`config.mk`:
```
export PLATFORM = sky130hd
export DESIGN_NAME = cdb_arbiter
export DESIGN_NICKNAME = d
export VERILOG_FILES = /design/src/rtl/cdb_pkg.sv /design/src/rtl/cdb_fifo.sv /design/src/rtl/cdb_arbiter.sv
export SDC_FILE = /design/constraint.sdc
export NUM_CORES = 1
export LEC_CHECK = 0
export ABC_AREA = 1
export CAP_MARGIN = 0
export CORE_ASPECT_RATIO = 0.8
export CORE_MARGIN = 2
export CORE_UTILIZATION = 59
export DETAILED_ROUTE_END_ITERATION = 12
export PLACE_DENSITY = 0.85
export RECOVER_POWER = 50
export SLEW_MARGIN = 40
export SYNTH_ARGS = -nofsm -noshare
export SYNTH_HDL_FRONTEND = slang
export SYNTH_SLANG_ARGS = --single-unit
```
`constraint.sdc`:
```
create_clock -name clk -period 7.4 [get_ports clk]
set_input_delay 1.11 -clock clk [delete_from_list [all_inputs] [get_ports clk]]
set_output_delay 1.11 -clock clk [all_outputs]
set_load 0.02 [all_outputs]
```
`src/rtl/cdb_pkg.sv`:
```
// cdb_pkg: shared types and helpers for the common-data-bus arbiter.
//   TAG_W_DEF / DATA_W_DEF / ROB_W_DEF : default field widths. cdb_entry_t
//     is built from these, so cdb_arbiter must be instantiated with matching
//     TAG_W / DATA_W / ROB_W.
//   cdb_entry_t : one buffered functional-unit result.
//   next_rr()   : round-robin pointer advance after a grant.
package cdb_pkg;

  localparam int TAG_W_DEF  = 6;
  localparam int DATA_W_DEF = 32;
  localparam int ROB_W_DEF  = 5;

  typedef struct packed {
    logic [TAG_W_DEF-1:0]  tag;
    logic [DATA_W_DEF-1:0] data;
    logic                  regdest;
    logic [ROB_W_DEF-1:0]  rob;
  } cdb_entry_t;

  // Unit after the winner, wrapping at n_fu.
  function automatic int next_rr(input int grant, input int n_fu);
    return (grant + 1 >= n_fu) ? 0 : grant + 1;
  endfunction

endpackage

```
`src/rtl/cdb_fifo.sv`:
```
// cdb_fifo: DEPTH-entry FIFO of cdb_entry_t for one functional unit.
//   clk, rst   : clock, synchronous active-high reset
//   flush      : discard all entries (same effect as rst)
//   push, din  : write din at the tail (ignored when full)
//   pop, head  : head is the oldest entry; pop removes it (ignored when empty)
//   count      : current occupancy, 0..DEPTH
//   full/empty : occupancy flags
module cdb_fifo
  import cdb_pkg::*;
#(
  parameter int DEPTH = 2,
  localparam int AW = $clog2(DEPTH),
  localparam int CW = $clog2(DEPTH + 1)
) (
  input  logic          clk,
  input  logic          rst,
  input  logic          flush,
  input  logic          push,
  input  cdb_entry_t    din,
  input  logic          pop,
  output cdb_entry_t    head,
  output logic [CW-1:0] count,
  output logic          full,
  output logic          empty
);

  cdb_entry_t    mem [DEPTH];
  logic [AW-1:0] wr_ptr;
  logic [AW-1:0] rd_ptr;
  logic          do_push;
  logic          do_pop;

  assign full    = (count == CW'(DEPTH));
  assign empty   = (count == '0);
  assign do_push = push & ~full;
  assign do_pop  = pop & ~empty;
  assign head    = mem[rd_ptr];

  // Storage needs no reset: count gates every read.
  always_ff @(posedge clk) begin
    if (do_push) mem[wr_ptr] <= din;
  end

  // DEPTH is a power of two, so the pointers wrap naturally.
  always_ff @(posedge clk) begin
    if (rst || flush) begin
      wr_ptr <= '0;
      rd_ptr <= '0;
      count  <= '0;
    end else begin
      if (do_push) wr_ptr <= wr_ptr + AW'(1);
      if (do_pop)  rd_ptr <= rd_ptr + AW'(1);
      case ({do_push, do_pop})
        2'b10:   count <= count + CW'(1);
        2'b01:   count <= count - CW'(1);
        default: count <= count;
      endcase
    end
  end

endmodule

```
`src/rtl/cdb_arbiter.sv`:
```
// cdb_arbiter: buffers functional-unit results and broadcasts one per cycle
// on a registered common data bus, chosen round-robin.
//   clk, rst     : clock, synchronous active-high reset (priority over flush)
//   flush        : drop all buffered results, rr_ptr back to 0
//   fu_valid/fu_ready, fu_tag, fu_data, fu_regdest, fu_rob : per-unit result ports
//   cdb_valid, cdb_tag, cdb_data, cdb_regdest, cdb_rob, cdb_grant : registered broadcast
//
// Handshake: unit i transfers a result on any rising edge where
// fu_valid[i] & fu_ready[i]. fu_ready depends only on the registered buffer
// count (plus flush/rst), never on fu_valid or on a same-cycle pop, so a full
// buffer stays not-ready even while its head is being broadcast.
module cdb_arbiter
  import cdb_pkg::*;
#(
  parameter int N_FU   = 4,
  parameter int TAG_W  = TAG_W_DEF,
  parameter int DATA_W = DATA_W_DEF,
  parameter int ROB_W  = ROB_W_DEF,
  parameter int DEPTH  = 2,
  localparam int GW = (N_FU > 1) ? $clog2(N_FU) : 1
) (
  input  logic                     clk,
  input  logic                     rst,
  input  logic                     flush,
  input  logic [N_FU-1:0]          fu_valid,
  output logic [N_FU-1:0]          fu_ready,
  input  logic [N_FU*TAG_W-1:0]    fu_tag,
  input  logic [N_FU*DATA_W-1:0]   fu_data,
  input  logic [N_FU-1:0]          fu_regdest,
  input  logic [N_FU*ROB_W-1:0]    fu_rob,
  output logic                     cdb_valid,
  output logic [TAG_W-1:0]         cdb_tag,
  output logic [DATA_W-1:0]        cdb_data,
  output logic                     cdb_regdest,
  output logic [ROB_W-1:0]         cdb_rob,
  output logic [GW-1:0]            cdb_grant
);

  localparam int CW = $clog2(DEPTH + 1);

  cdb_entry_t      fu_entry [N_FU];
  cdb_entry_t      head     [N_FU];
  logic [CW-1:0]   cnt      [N_FU];
  logic [N_FU-1:0] push;
  logic [N_FU-1:0] pop;
  logic [N_FU-1:0] full;
  logic [N_FU-1:0] empty;

  logic [GW-1:0]   rr_ptr;
  logic [GW-1:0]   grant;
  logic            found;
  cdb_entry_t      winner;

  for (genvar i = 0; i < N_FU; i++) begin : g_fu
    assign fu_entry[i].tag     = fu_tag[i*TAG_W +: TAG_W];
    assign fu_entry[i].data    = fu_data[i*DATA_W +: DATA_W];
    assign fu_entry[i].regdest = fu_regdest[i];
    assign fu_entry[i].rob     = fu_rob[i*ROB_W +: ROB_W];

    assign fu_ready[i] = (cnt[i] < CW'(DEPTH)) & ~flush & ~rst;
    assign push[i]     = fu_valid[i] & fu_ready[i];

    cdb_fifo #(.DEPTH(DEPTH)) u_fifo (
      .clk   (clk),
      .rst   (rst),
      .flush (flush),
      .push  (push[i]),
      .din   (fu_entry[i]),
      .pop   (pop[i]),
      .head  (head[i]),
      .count (cnt[i]),
      .full  (full[i]),
      .empty (empty[i])
    );

    // A ready unit can never be pushing into a full buffer.
    always_ff @(posedge clk) begin
      if (!rst && push[i]) assert (!full[i]);
    end
  end

  // Walk upward from rr_ptr (mod N_FU); first non-empty head wins.
  always_comb begin
    int idx;
    found = 1'b0;
    grant = '0;
    idx   = 0;
    for (int k = 0; k < N_FU; k++) begin
      idx = int'(rr_ptr) + k;
      if (idx >= N_FU) idx = idx - N_FU;
      if (!found && !empty[idx]) begin
        found = 1'b1;
        grant = GW'(idx);
      end
    end
  end

  always_comb begin
    pop = '0;
    if (found) pop[grant] = 1'b1;
  end

  assign winner = head[grant];

  // Output word and rr_ptr. Tag 0 is the hardwired zero register: the word
  // still completes in the ROB but must not write the PRF.
  always_ff @(posedge clk) begin
    if (rst) begin
      rr_ptr      <= '0;
      cdb_valid   <= 1'b0;
      cdb_regdest <= 1'b0;
      cdb_tag     <= '0;
      cdb_data    <= '0;
      cdb_rob     <= '0;
      cdb_grant   <= '0;
    end else if (flush) begin
      rr_ptr      <= '0;
      cdb_valid   <= 1'b0;
      cdb_regdest <= 1'b0;
    end else begin
      cdb_valid <= found;
      if (found) begin
        cdb_tag     <= winner.tag;
        cdb_data    <= winner.data;
        cdb_rob     <= winner.rob;
        cdb_grant   <= grant;
        cdb_regdest <= winner.regdest & (winner.tag != '0);
        rr_ptr      <= GW'(next_rr(int'(grant), N_FU));
      end else begin
        cdb_regdest <= 1'b0;
      end
    end
  end

endmodule

```
* Word-level counts from Yosys, hierarchy flattened *
Memories as Yosys holds them, arrays and structs flattened. A register that Yosys moved wholly into a read port is not among the register bits.
Cells that the tools add are included.

operators by class
  order comparisons = 16
  multiplexer cells = 51
  $add $sub $neg = 24
  shifts and indexed selects = 0
  multiply operators = 0
  reduce and logical (&&, ||, !) cells = 22
  equality and inequality tests = 12
  bitwise logic cells = 33
  div/mod/pow operators = 0

operators with widths
  kind                                                       count
  < comparator 32 x 4 -> 1 bit (second input constant)       4
  two-way mux 32 bit                                         4
  binary-select mux 44 bit (select 2 bit)                    1
  two-way mux 44 bit                                         2
  two-way mux 1 bit                                          29
  bitwise AND 1 bit                                          21
  equality test 2 bit (second input constant)                8
  one-hot mux 2 bit (2 select lines)                         4
  greater-or-equal comparator 3 bit (second input constant)  5
  subtractor 3 x 3 -> 4 bit (second input constant)          3
  NOT 1 bit                                                  11
  two-way mux 2 bit                                          5
  adder 1 bit (second input constant)                        8
  adder 2 x 1 -> 2 bit (second input constant)               4
  binary-select mux 1 bit (select 2 bit)                     4
  equality test 2 x 1 -> 1 bit (second input constant)       4
  zero test 2 bit                                            4
  < comparator 2 bit (second input constant)                 4
  nonzero test 2 bit                                         4
  subtractor 2 x 1 -> 2 bit (second input constant)          4
  adder 2 x 1 -> 3 bit (second input constant)               2
  adder 2 x 2 -> 3 bit (second input constant)               2
  nonzero test 6 bit                                         1
  zero test 1 bit                                            5
  12 further kinds                                           15

storage, ports and cells
  word-level logic and storage cells = 181
  bits of input ports = 183
  bits in writable memories = 352
  register bits after elaboration = 65
  latch bits = 0
  memories = 4
  bits in read-only memories = 0
  output and inout bits = 51

memory list
  memory              words  width  rd ports  clocked after memory_dff  wr ports  RTL line        source
  g_fu[0].u_fifo.mem  2      44     1         1                         1         cdb_fifo.sv:27  cdb_entry_t mem [DEPTH];
  g_fu[1].u_fifo.mem  2      44     1         1                         1         cdb_fifo.sv:27
  g_fu[2].u_fifo.mem  2      44     1         1                         1         cdb_fifo.sv:27
  g_fu[3].u_fifo.mem  2      44     1         1                         1         cdb_fifo.sv:27

* Longest topological paths before layout *
Gate-level depths: netlist of the first run.

  word-level depth = 23
  mapped depth = 21

* Hierarchy *
A second synthesis of the first run with hierarchy kept.

unflattened totals
  cell total of the unflattened synthesis = 1,331
  area, all modules = 18,245.0 sq um

modules (own cells, without submodules)
  module       instances  seq. area each (sq um)  area each (sq um)  cells an instance
  cdb_fifo     4          2,742.6                 3,619.7            175
  cdb_arbiter  1          980.9                   3,766.1            631

* Worst setup path before layout of the first run *
OpenSTA, ideal clock, no wires.

  path type = input to register
  start = input port rst
  end = memory g_fu[0].u_fifo.mem[1][0] in the netlist's numbering, enable pin
  library setup time = 0.447 ns
  buffers on the path = 1
  data required time = 6.953 ns
  slack = 2.965 ns
  cell stages on the path = 6
  data arrival time = 3.988 ns
  cells stage by stage = nor2_1 > inv_1 > clkbuf_1 > nor2_1 > nand2_1 > nor2_1

between the ends
  longest elaborated chain between the ends = 6

ends and longest elaborated chain
  element                                  RTL line           source
  from (decl)                              cdb_arbiter.sv:23  input logic rst,
  NOT 1 bit                                cdb_arbiter.sv:60  assign fu_ready[i] = (cnt[i] < CW'(DEPTH)) & ~flush & ~rst;
  bitwise AND 1 bit                        cdb_arbiter.sv:60
  net fu_ready[0]                          cdb_arbiter.sv:26  output logic [N_FU-1:0] fu_ready,
  bitwise AND 1 bit                        cdb_arbiter.sv:61  assign push[i] = fu_valid[i] & fu_ready[i];
  bitwise AND 1 bit                        cdb_fifo.sv:35     assign do_push = push & ~full;
  two-way mux 1 bit                        cdb_fifo.sv:41     if (do_push) mem[wr_ptr] <= din;
  two-way mux 1 bit (implied by the code)  cdb_fifo.sv:41
  to (decl)                                cdb_fifo.sv:27

The timed path passes the listed nets, and every way through them passes these cells.

* Worst setup path after layout of the first run *
  start = register rr_ptr[0]
  end = register g_fu[2].u_fifo.count[1]

between the ends
  longest elaborated chain between the ends = 23
  elaborated cells on any way between the ends = 54
  classes of those cells = add/sub (7); order compare (6); eq/ne (2); mux (28); bitwise (1); reduce/logical (10)

ends and longest elaborated chain
  element                                                                                                          RTL line            source
  from (decl)                                                                                                      cdb_arbiter.sv:49   logic [GW-1:0] rr_ptr;
  from (signal assigned)                                                                                           cdb_arbiter.sv:128  rr_ptr <= GW'(next_rr(int'(grant), N_FU));
  adder 2 x 1 -> 3 bit                                                                                             cdb_arbiter.sv:89   idx = int'(rr_ptr) + k;
  subtractor 3 x 3 -> 4 bit or greater-or-equal comparator 3 bit (tied branches)                                   cdb_arbiter.sv:90   if (idx >= N_FU) idx = idx - N_FU;
  two-way mux 32 bit                                                                                               cdb_arbiter.sv:90
  binary-select mux 1 bit (select 2 bit)                                                                           cdb_arbiter.sv:91   if (!found && !empty[idx]) begin
  two-way mux 1 bit (implied by the code) (2 in a row)                                                             cdb_arbiter.sv:91
  zero test 1 bit                                                                                                  cdb_arbiter.sv:91
  logical AND 1 bit                                                                                                cdb_arbiter.sv:91
  two-way mux 1 bit                                                                                                cdb_arbiter.sv:91
  [... 6 more ...]                                                                                                 --
  < comparator 2 x 3 -> 1 bit (implied by the code) or greater-or-equal comparator 2 x 1 -> 1 bit (tied branches)  cdb_arbiter.sv:100  if (found) pop[grant] = 1'b1;
  logical AND 1 bit (implied by the code)                                                                          cdb_arbiter.sv:100
  two-way mux 1 bit (implied by the code)                                                                          cdb_arbiter.sv:100
  demux 1 bit (select 2 bit)                                                                                       cdb_arbiter.sv:100
  two-way mux 4 bit (*)                                                                                            cdb_arbiter.sv:100
  bitwise AND 1 bit (*)                                                                                            cdb_fifo.sv:36      assign do_pop = pop & ~empty;
  equality test 2 x 1 -> 1 bit or equality test 2 bit (tied branches)                                              cdb_fifo.sv:53      case ({do_push, do_pop})
  one-hot mux 2 bit (2 select lines) or nonzero test 2 bit (tied branches)                                         --
  to (signal assigned)                                                                                             cdb_fifo.sv:54      2'b10: count <= count + CW'(1);
  to (signal assigned)                                                                                             cdb_fifo.sv:55      2'b01: count <= count - CW'(1);
  to (signal assigned)                                                                                             cdb_fifo.sv:56      default: count <= count;
  to (decl)                                                                                                        cdb_fifo.sv:22      output logic [CW-1:0] count,

Every way passes the cells marked *; elsewhere a longest branch is shown, timed or not. The select of a mux whose other input is x is not followed.
A chain may end at the register's enable or synchronous reset.

==> metrics.txt, run 1 <==
# TYPE chip_impl_metric gauge
chip_impl_metric{name="power.density_cell_area",unit="nW/µm²"} 356
chip_impl_info{name="holdCritPathClass",value="flip-flop to flip-flop"} 1
chip_impl_metric{name="worstPathArrival",unit="ns"} 5.31
chip_impl_metric{name="skew",unit="ns"} 0.0185
chip_impl_info{name="netlist.top_cell.by_area",value="edfxtp_1"} 1
chip_impl_metric{name="multi_input_area",unit="µm²"} 4310
chip_impl_metric{name="register_area",unit="µm²"} 12000
chip_impl_info{name="grt_setup_unrepaired",value="false"} 1
chip_impl_metric{name="cts_made_buffers",unit=""} 40
chip_impl_metric{name="routed-via-count",unit=""} 11900
chip_impl_metric{name="design.final.nets",unit=""} 1860
chip_impl_metric{name="total_routed_wirelength",unit="mm"} 43.7
chip_impl_metric{name="asyncSetResetFlopFracSynth",unit=""} 0
chip_impl_info{name="crit_path_end",value="g_fu[2].u_fifo.count[1]$_SDFFE_PP0P_"} 1
chip_impl_metric{name="r2r_setup_slack",unit="ns"} 2.49
chip_impl_metric{name="layout-drive-gt1-share",unit=""} 0.0939
chip_impl_info{name="top_count_cell_post_synth",value="nand2_1"} 1
chip_impl_metric{name="rows",unit=""} 55
chip_impl_metric{name="syn_avg_cell_area",unit="µm²"} 11.5
chip_impl_metric{name="firstDrtPassIters",unit=""} 8
chip_impl_metric{name="worst_ir_drop_vdd",unit="mV"} 0.238
chip_impl_metric{name="critical_path_peak_fanout",unit=""} 24
chip_impl_metric{name="design.die.area",unit="µm²"} 29700
chip_impl_metric{name="die_w",unit="µm"} 192
chip_impl_info{name="timing.setup.critical_path_class",value="flip-flop to flip-flop"} 1
chip_impl_metric{name="die-height",unit="µm"} 155
chip_impl_metric{name="hold_violations",unit=""} 0
chip_impl_metric{name="grt_start_max_net_pins",unit=""} 74
chip_impl_metric{name="max_slew_margin",unit=""} 0.401
chip_impl_info{name="synth.top_cells.by_count",value="nand2_1 (470), edfxtp_1 (352), nor2_1 (141)"} 1
chip_impl_info{name="r2r-end",value="g_fu[2].u_fifo.count[1]$_SDFFE_PP0P_"} 1
chip_impl_metric{name="synth.yosys.seq_area_share",unit=""} 0.714
chip_impl_metric{name="post-route-min-period",unit="ns"} 4.91
chip_impl_metric{name="grt_pass1_vias",unit=""} 12200
chip_impl_metric{name="drv.max_cap_violation_count",unit=""} 0
chip_impl_metric{name="cts.htree.levels",unit=""} 2
chip_impl_metric{name="max-clock-path-buffers",unit=""} 3
chip_impl_metric{name="cts_setup_buffers",unit=""} 0
chip_impl_metric{name="io_pins",unit=""} 234
chip_impl_metric{name="fin_util",unit=""} 0.736
chip_impl_metric{name="number_of_gates_resized_after_cts",unit=""} 0
chip_impl_info{name="setup.worst_path.start_class",value="flip-flop"} 1
chip_impl_metric{name="fmax",unit="MHz"} 204
chip_impl_metric{name="clk_pin_slew_worst_paths",unit="ns"} 0.07
chip_impl_metric{name="register_bit_count_reported_by_yosys",unit=""} 421
chip_impl_metric{name="synthesis.instances",unit=""} 1452
chip_impl_metric{name="synthesis.area",unit="µm²"} 16700
chip_impl_metric{name="timing.reg2reg.worst_path_depth",unit=""} 15
chip_impl_metric{name="antenna_violations_before_repair",unit=""} 8
chip_impl_metric{name="final_critical_path_setup_slack",unit="ns"} 2.49
chip_impl_metric{name="clock_latency",unit="ns"} 0.54
chip_impl_metric{name="viasPerCell",unit=""} 5.71
chip_impl_info{name="reg2reg_launch_point",value="rr_ptr[0]$_SDFFE_PP0N_"} 1
chip_impl_metric{name="netlist_cell_types",unit=""} 33
chip_impl_metric{name="worst_path_required_time",unit="ns"} 7.79
chip_impl_metric{name="max_slew.worst_pin.slew",unit="ns"} 0.896
chip_impl_info{name="tritoncts",value="yes"} 1
chip_impl_metric{name="mappedNetlistNets",unit=""} 1640
chip_impl_metric{name="setup_viol",unit=""} 0
chip_impl_metric{name="grt_overflow_total",unit=""} 0
chip_impl_info{name="status",value="finished clean"} 1
chip_impl_metric{name="grtUsageTotal",unit=""} 0.295
chip_impl_metric{name="finalSetupTns",unit="ns"} 0
chip_impl_metric{name="core_region_area",unit="µm²"} 28100
chip_impl_metric{name="wl_per_cell",unit="µm"} 21.0
chip_impl_metric{name="tritoncts_num_sinks",unit=""} 421
chip_impl_metric{name="global_route_wire_length_before_repair",unit="mm"} 65.6
chip_impl_info{name="cts_root_buf",value="clkbuf_16"} 1
chip_impl_metric{name="yosys_warnings",unit=""} 0
chip_impl_info{name="crit_start",value="rr_ptr[0]$_SDFFE_PP0N_"} 1
chip_impl_metric{name="place_ws",unit="ns"} 2.59
chip_impl_metric{name="ant_nets",unit=""} 0
chip_impl_metric{name="first_iter_violations",unit=""} 1456
chip_impl_metric{name="drc_errors",unit=""} 0
chip_impl_info{name="synth_area_leaders",value="edfxtp_1 (63%), nand2_1 (11%), dfxtp_1 (8.3%), nor2_1 (3.2%), o21ai_0 (1.9%)"} 1
chip_impl_metric{name="layout-area-overhead-vs-synth",unit="%"} 23.6
chip_impl_info{name="endpoint_kind",value="flip-flop"} 1
chip_impl_metric{name="finalCritPeriodShare",unit=""} 0.664
chip_impl_metric{name="cts_hold_repair.buffers",unit=""} 0
chip_impl_metric{name="routabilityCongestion",unit=""} 0.866
chip_impl_metric{name="final_number_of_max_transition_violations",unit=""} 0
chip_impl_metric{name="io_buffer_count",unit=""} 233
chip_impl_metric{name="final.fill_count",unit=""} 1795
chip_impl_metric{name="post_synth_edffs",unit=""} 352
chip_impl_metric{name="p_leak",unit="nW"} 7.84
chip_impl_metric{name="post_detail_place_hpwl",unit="mm"} 27.4
chip_impl_info{name="synth_top_flop_cell",value="edfxtp_1"} 1
chip_impl_metric{name="synthDominantCellAreaShare",unit=""} 0.632
chip_impl_metric{name="initial_utilization",unit=""} 0.596
cell type report:
cell class	count	share of cell area
Clock inverter	28	0.0129
Timing Repair Buffer	246	0.117
Inverter	45	0.00841
Antenna cell	5	0.000605
Multi-Input combinational cell	918	0.208
Tap cell	370	0.0224
Clock buffer	46	0.0515
Sequential cell	421	0.579
registers in the layout (all words and copies together), names as in the netlist, 2 cells and up, named ones only:
register	cells
g_fu.u_fifo.wr_ptr	4
g_fu.u_fifo.mem	352
g_fu.u_fifo.rd_ptr	4
g_fu.u_fifo.count	8
rr_ptr	2
cdb_grant	2
cdb_rob	5
cdb_data	32
cdb_tag	6
worst min path at each step:
stage	cells after the start	from	endpoint	slack, ns
6_report	1	g_fu[1].u_fifo.rd_ptr$_SDFFE_PP0P_	flip-flop	0.46
5_1_grt	1	g_fu[1].u_fifo.rd_ptr$_SDFFE_PP0P_	flip-flop	0.47
3_5_place_dp	1	g_fu[1].u_fifo.rd_ptr$_SDFFE_PP0P_	flip-flop	0.45
4_1_cts	1	g_fu[1].u_fifo.rd_ptr$_SDFFE_PP0P_	flip-flop	0.45
2_1_floorplan	1	g_fu[1].u_fifo.rd_ptr$_SDFFE_PP0P_	flip-flop	0.42
3_3_place_gp	1	g_fu[1].u_fifo.rd_ptr$_SDFFE_PP0P_	flip-flop	0.43
layout by cell type (no fill, tap or decap), types with 3 or more instances in the layout:
cell | Yosys | final
nor2_4 | 2 | 10
nor3b_1 | 4 | 4
mux2i_1 | 17 | 17
or2_2 | 46 | 46
xor2_1 | 9 | 9
clkinv_2 | 0 | 11
nor2_1 | 141 | 134
nand2_1 | 470 | 472
diode_2 | 0 | 5
o21ai_1 | 7 | 7
dfxtp_1 | 69 | 65
nand2_2 | 4 | 3
dlygate4sd3_1 | 0 | 224
o211ai_2 | 8 | 8
inv_1 | 40 | 38
clkinv_1 | 0 | 9
nand3_1 | 34 | 34
o21ai_0 | 63 | 63
nor3_1 | 8 | 8
dfxtp_4 | 0 | 3
edfxtp_1 | 352 | 352
a21oi_1 | 59 | 59
ha_1 | 5 | 5
clkbuf_16 | 0 | 41
clkdlybuf4s50_1 | 0 | 8
clkbuf_1 | 44 | 3
o211ai_1 | 30 | 30
buf_4 | 6 | 13
inv_2 | 3 | 4
bufinv_16 | 0 | 5
cells by family after synthesis:
kind of cell / count (synthesis) / share of synthesized area
xor+xnor: 9 / 0.00471
simple gates: 717 / 0.177
flops: 421 / 0.714
fa+ha+maj: 5 / 0.00374
mux: 17 / 0.0102
buf+inv: 113 / 0.0310
compound gates: 170 / 0.0594
power breakdown:
group	internal, mW	switching [mW]	total (mW)
Combinational	0.752	1.68	2.43
Clock	1.21	0.849	2.06
Sequential	2.73	0.151	2.88
per-stage QoR:
step	instance area (µm²)	hold slack, ns	cells	power [mW]
2_1_floorplan	16700	0.425	1452	4.59
3_3_place_gp	19300	0.430	2000	5.23
3_5_place_dp	19400	0.445	2000	5.33
4_1_cts	20700	0.451	2074	7.40
5_1_grt	20700	0.474	2075	7.71
6_report	20700	0.462	2079	7.37
critical path: stages (launching register included):
cell        delay [ns]
dfxtp_1           0.53
clkinvlp_2        0.37
nand2_1           0.16
nand2_1           0.12
nand3_1           0.13
o21ai_0           0.14
nand3_1           0.11
nand2_1           0.27
nand2_1           0.78
nand2_1           0.69
inv_2             0.72
ha_1              0.37
a21oi_1           0.11
o21ai_0           0.10
xor2_1            0.14
nor2_1            0.05
metal layers:
layer  global-route usage  share of wire  up-vias
met5                    0        0.00094        -
met4                0.108          0.032        6
met3               0.0635           0.11      125
met2                0.484           0.48      720
met1                0.390           0.37     5636
li1                     -              -     5383
Note: power is estimated with default switching activity, not from simulation.
==> run 2: changes to the inputs <==
CORE_UTILIZATION = 55   (was 59)
PLACE_DENSITY = 0.8   (was 0.85)
clock period = 4.55 ns   (was 7.4 ns; I/O delays follow)
==> metrics.txt, run 2 (synthesis results as in run 1) <==
# TYPE chip_impl_metric gauge
chip_impl_metric{name="worstPathArrival",unit="ns"} 4.28
chip_impl_info{name="holdCritStartpoint",value="g_fu[1].u_fifo.rd_ptr$_SDFFE_PP0P_"} 1
chip_impl_metric{name="routabilityCongestion",unit=""} 0.864
chip_impl_metric{name="viasPerCell",unit=""} 5.53
chip_impl_metric{name="number_of_gates_resized_after_cts",unit=""} 0
chip_impl_metric{name="initial_utilization",unit=""} 0.555
chip_impl_info{name="reg_top3",value="g_fu.u_fifo.mem: 352 flops, cdb_data: 32 flops, g_fu.u_fifo.count: 8 flops"} 1
chip_impl_metric{name="worst_path_required_time",unit="ns"} 4.96
chip_impl_info{name="reg2reg_launch_point",value="rr_ptr[0]$_SDFFE_PP0N_"} 1
chip_impl_metric{name="cts_made_buffers",unit=""} 40
chip_impl_metric{name="grt_pass1_vias",unit=""} 11600
chip_impl_metric{name="fin_total_pwr",unit="mW"} 11.9
chip_impl_metric{name="finalSetupTns",unit="ns"} 0
chip_impl_metric{name="wl_per_cell",unit="µm"} 20.6
chip_impl_metric{name="multi_input_area",unit="µm²"} 4310
chip_impl_metric{name="final.fill_count",unit=""} 2088
chip_impl_metric{name="largest_reg_flops",unit=""} 352
chip_impl_metric{name="finalCritPeriodShare",unit=""} 0.850
chip_impl_metric{name="max_slew_margin",unit=""} -0.0231
chip_impl_metric{name="fmax",unit="MHz"} 259
chip_impl_info{name="holdCritPathClass",value="flip-flop to flip-flop"} 1
chip_impl_info{name="setup.worst_path.start_class",value="flip-flop"} 1
chip_impl_metric{name="tritoncts_num_sinks",unit=""} 421
chip_impl_info{name="layout.cells.most_common_list",value="nand2_1 (471), edfxtp_1 (352), dlygate4sd3_1 (224), nor2_1 (135), dfxtp_1 (65)"} 1
chip_impl_metric{name="io_buffer_count",unit=""} 233
chip_impl_info{name="status",value="finished, violations left"} 1
chip_impl_info{name="tritoncts",value="yes"} 1
chip_impl_metric{name="design.die.area",unit="µm²"} 31800
chip_impl_metric{name="register_area",unit="µm²"} 12000
chip_impl_metric{name="cts_setup_buffers",unit=""} 0
chip_impl_info{name="r2r-end",value="g_fu[0].u_fifo.count[1]$_SDFFE_PP0P_"} 1
chip_impl_metric{name="power.density_cell_area",unit="nW/µm²"} 574
chip_impl_info{name="cts_root_buf",value="clkbuf_16"} 1
chip_impl_metric{name="drc_errors",unit=""} 0
chip_impl_metric{name="grt_overflow_total",unit=""} 0
chip_impl_metric{name="max_slew.worst_pin.slew",unit="ns"} 1.53
chip_impl_metric{name="die_w",unit="µm"} 199
chip_impl_metric{name="post_detail_place_hpwl",unit="mm"} 28.4
chip_impl_metric{name="timing.reg2reg.worst_path_depth",unit=""} 17
chip_impl_metric{name="hold_violations",unit=""} 0
chip_impl_info{name="grt_setup_unrepaired",value="false"} 1
chip_impl_metric{name="cts.htree.levels",unit=""} 2
chip_impl_info{name="crit_start",value="rr_ptr[0]$_SDFFE_PP0N_"} 1
chip_impl_metric{name="clk_pin_slew_worst_paths",unit="ns"} 0.06
chip_impl_metric{name="firstDrtPassIters",unit=""} 6
chip_impl_metric{name="io_pins",unit=""} 234
chip_impl_metric{name="final_number_of_max_transition_violations",unit=""} 12
chip_impl_metric{name="drv.max_cap_violation_count",unit=""} 1
chip_impl_metric{name="rows",unit=""} 57
chip_impl_metric{name="routed-via-count",unit=""} 11800
chip_impl_metric{name="layout.cell_area.non_filler",unit="µm²"} 20800
chip_impl_metric{name="post-route-min-period",unit="ns"} 3.87
chip_impl_metric{name="total_routed_wirelength",unit="mm"} 43.9
chip_impl_metric{name="skew",unit="ns"} 0.00986
chip_impl_info{name="timing.setup.critical_path_class",value="flip-flop to flip-flop"} 1
chip_impl_info{name="violations",value="max-capacitance violations, max-slew violations"} 1
chip_impl_metric{name="first_iter_violations",unit=""} 1474
chip_impl_metric{name="global_route_wire_length_before_repair",unit="mm"} 66.6
chip_impl_metric{name="ant_nets",unit=""} 0
chip_impl_metric{name="clock_latency",unit="ns"} 0.52
chip_impl_metric{name="max-clock-path-buffers",unit=""} 3
chip_impl_metric{name="antenna_violations_before_repair",unit=""} 2
chip_impl_metric{name="critical_path_peak_fanout",unit=""} 38
chip_impl_metric{name="cts_hold_repair.buffers",unit=""} 0
chip_impl_metric{name="setup_viol",unit=""} 0
chip_impl_info{name="largest_register",value="g_fu.u_fifo.mem"} 1
chip_impl_metric{name="die-height",unit="µm"} 160
chip_impl_metric{name="grt_start_max_net_pins",unit=""} 73
chip_impl_metric{name="layout-drive-gt1-share",unit=""} 0.0952
chip_impl_metric{name="worst_ir_drop_vdd",unit="mV"} 0.388
chip_impl_metric{name="grtUsageTotal",unit=""} 0.279
chip_impl_metric{name="timing.hold.worst_path_depth",unit=""} 1
chip_impl_info{name="final_common_cell",value="nand2_1"} 1
chip_impl_metric{name="layout-area-overhead-vs-synth",unit="%"} 24.2
chip_impl_metric{name="fin_util",unit=""} 0.689
chip_impl_metric{name="design.final.nets",unit=""} 1870
chip_impl_metric{name="core_region_area",unit="µm²"} 30200
chip_impl_info{name="endpoint_kind",value="flip-flop"} 1
chip_impl_metric{name="detailed_place.area",unit="µm²"} 19500
chip_impl_metric{name="p_leak",unit="nW"} 7.87
chip_impl_metric{name="r2r_setup_slack",unit="ns"} 0.68
run 2: changes by cell type in the layout (fill, tap and decap cells not counted), moves of 4 or more:
cell and delta:
clkbuf_1 +11, buf_12 +4, buf_4 +5, clkinv_2 -4, clkbuf_8 +4, clkinv_1 -5
run 2: through the flow:
stage | setup WS [ns] | std cells | hold slack [ns]
4_1_cts | 0.793 | 2124 | 0.454
6_report | 0.682 | 2127 | 0.457
3_5_place_dp | 0.848 | 2052 | 0.445
2_1_floorplan | 0.542 | 1452 | 0.425
3_3_place_gp | 1.03 | 2052 | 0.425
5_1_grt | 0.372 | 2126 | 0.487
run 2: layer usage:
layer / up-vias / track usage / wire, µm
met3: 85 / 0.0439 / 4360
met2: 648 / 0.443 / 20400
met1: 5629 / 0.408 / 18200
met4: 2 / 0.0675 / 939
li1: 5405 / - / -
met5: - / 0 / 13
run 2: area by class of cell:
| type | count | area share |
|---|---|---|
| clock inverters | 12 | 0.00524 |
| flip-flops and latches | 421 | 0.575 |
| repair buffers | 256 | 0.123 |
| well taps | 413 | 0.0249 |
| clock buffers | 60 | 0.0557 |
| multi-input cells | 918 | 0.207 |
| diodes | 2 | 0.000241 |
| inverters | 45 | 0.00855 |
run 2: power by group:
group | switching (mW) | internal, mW
clock | 1.37 | 1.87
sequential | 0.148 | 4.43
combinational | 2.83 | 1.28
run 2: worst max path at each step:
stage / end / slack, ns / cells after the start
3_5_place_dp: g_fu[0].u_fifo.count[1]$_SDFFE_PP0P_ / 0.85 / 17
3_3_place_gp: g_fu[2].u_fifo.mem[1][1]$_DFFE_PP_ / 1.03 / 8
5_1_grt: g_fu[0].u_fifo.count[1]$_SDFFE_PP0P_ / 0.37 / 19
4_1_cts: g_fu[0].u_fifo.count[1]$_SDFFE_PP0P_ / 0.79 / 17
2_1_floorplan: g_fu[0].u_fifo.mem[1][0]$_DFFE_PP_ / 0.54 / 6
6_report: g_fu[0].u_fifo.count[1]$_SDFFE_PP0P_ / 0.68 / 17
run 2: critical path, cell delays in order, from the launching register on:
cell     delay, ns
dfxtp_1       0.56
inv_4         0.10
nand2_1       0.08
nand2_1       0.10
o21ai_0       0.28
nand3_1       0.12
nand2_1       0.28
nand2_1       0.37
buf_4         0.31
nand2_4       0.45
inv_1         0.14
nand2_1       0.13
inv_1         0.06
ha_1          0.32
a21oi_1       0.14
o21ai_0       0.12
xor2_1        0.15
nor2_1        0.05
==> run 3: changes to the inputs <==
CAP_MARGIN = unset   (was 0)
==> results of run 3 <==
Same layout as run 2: the final DEF is identical, and so are final timing and power.
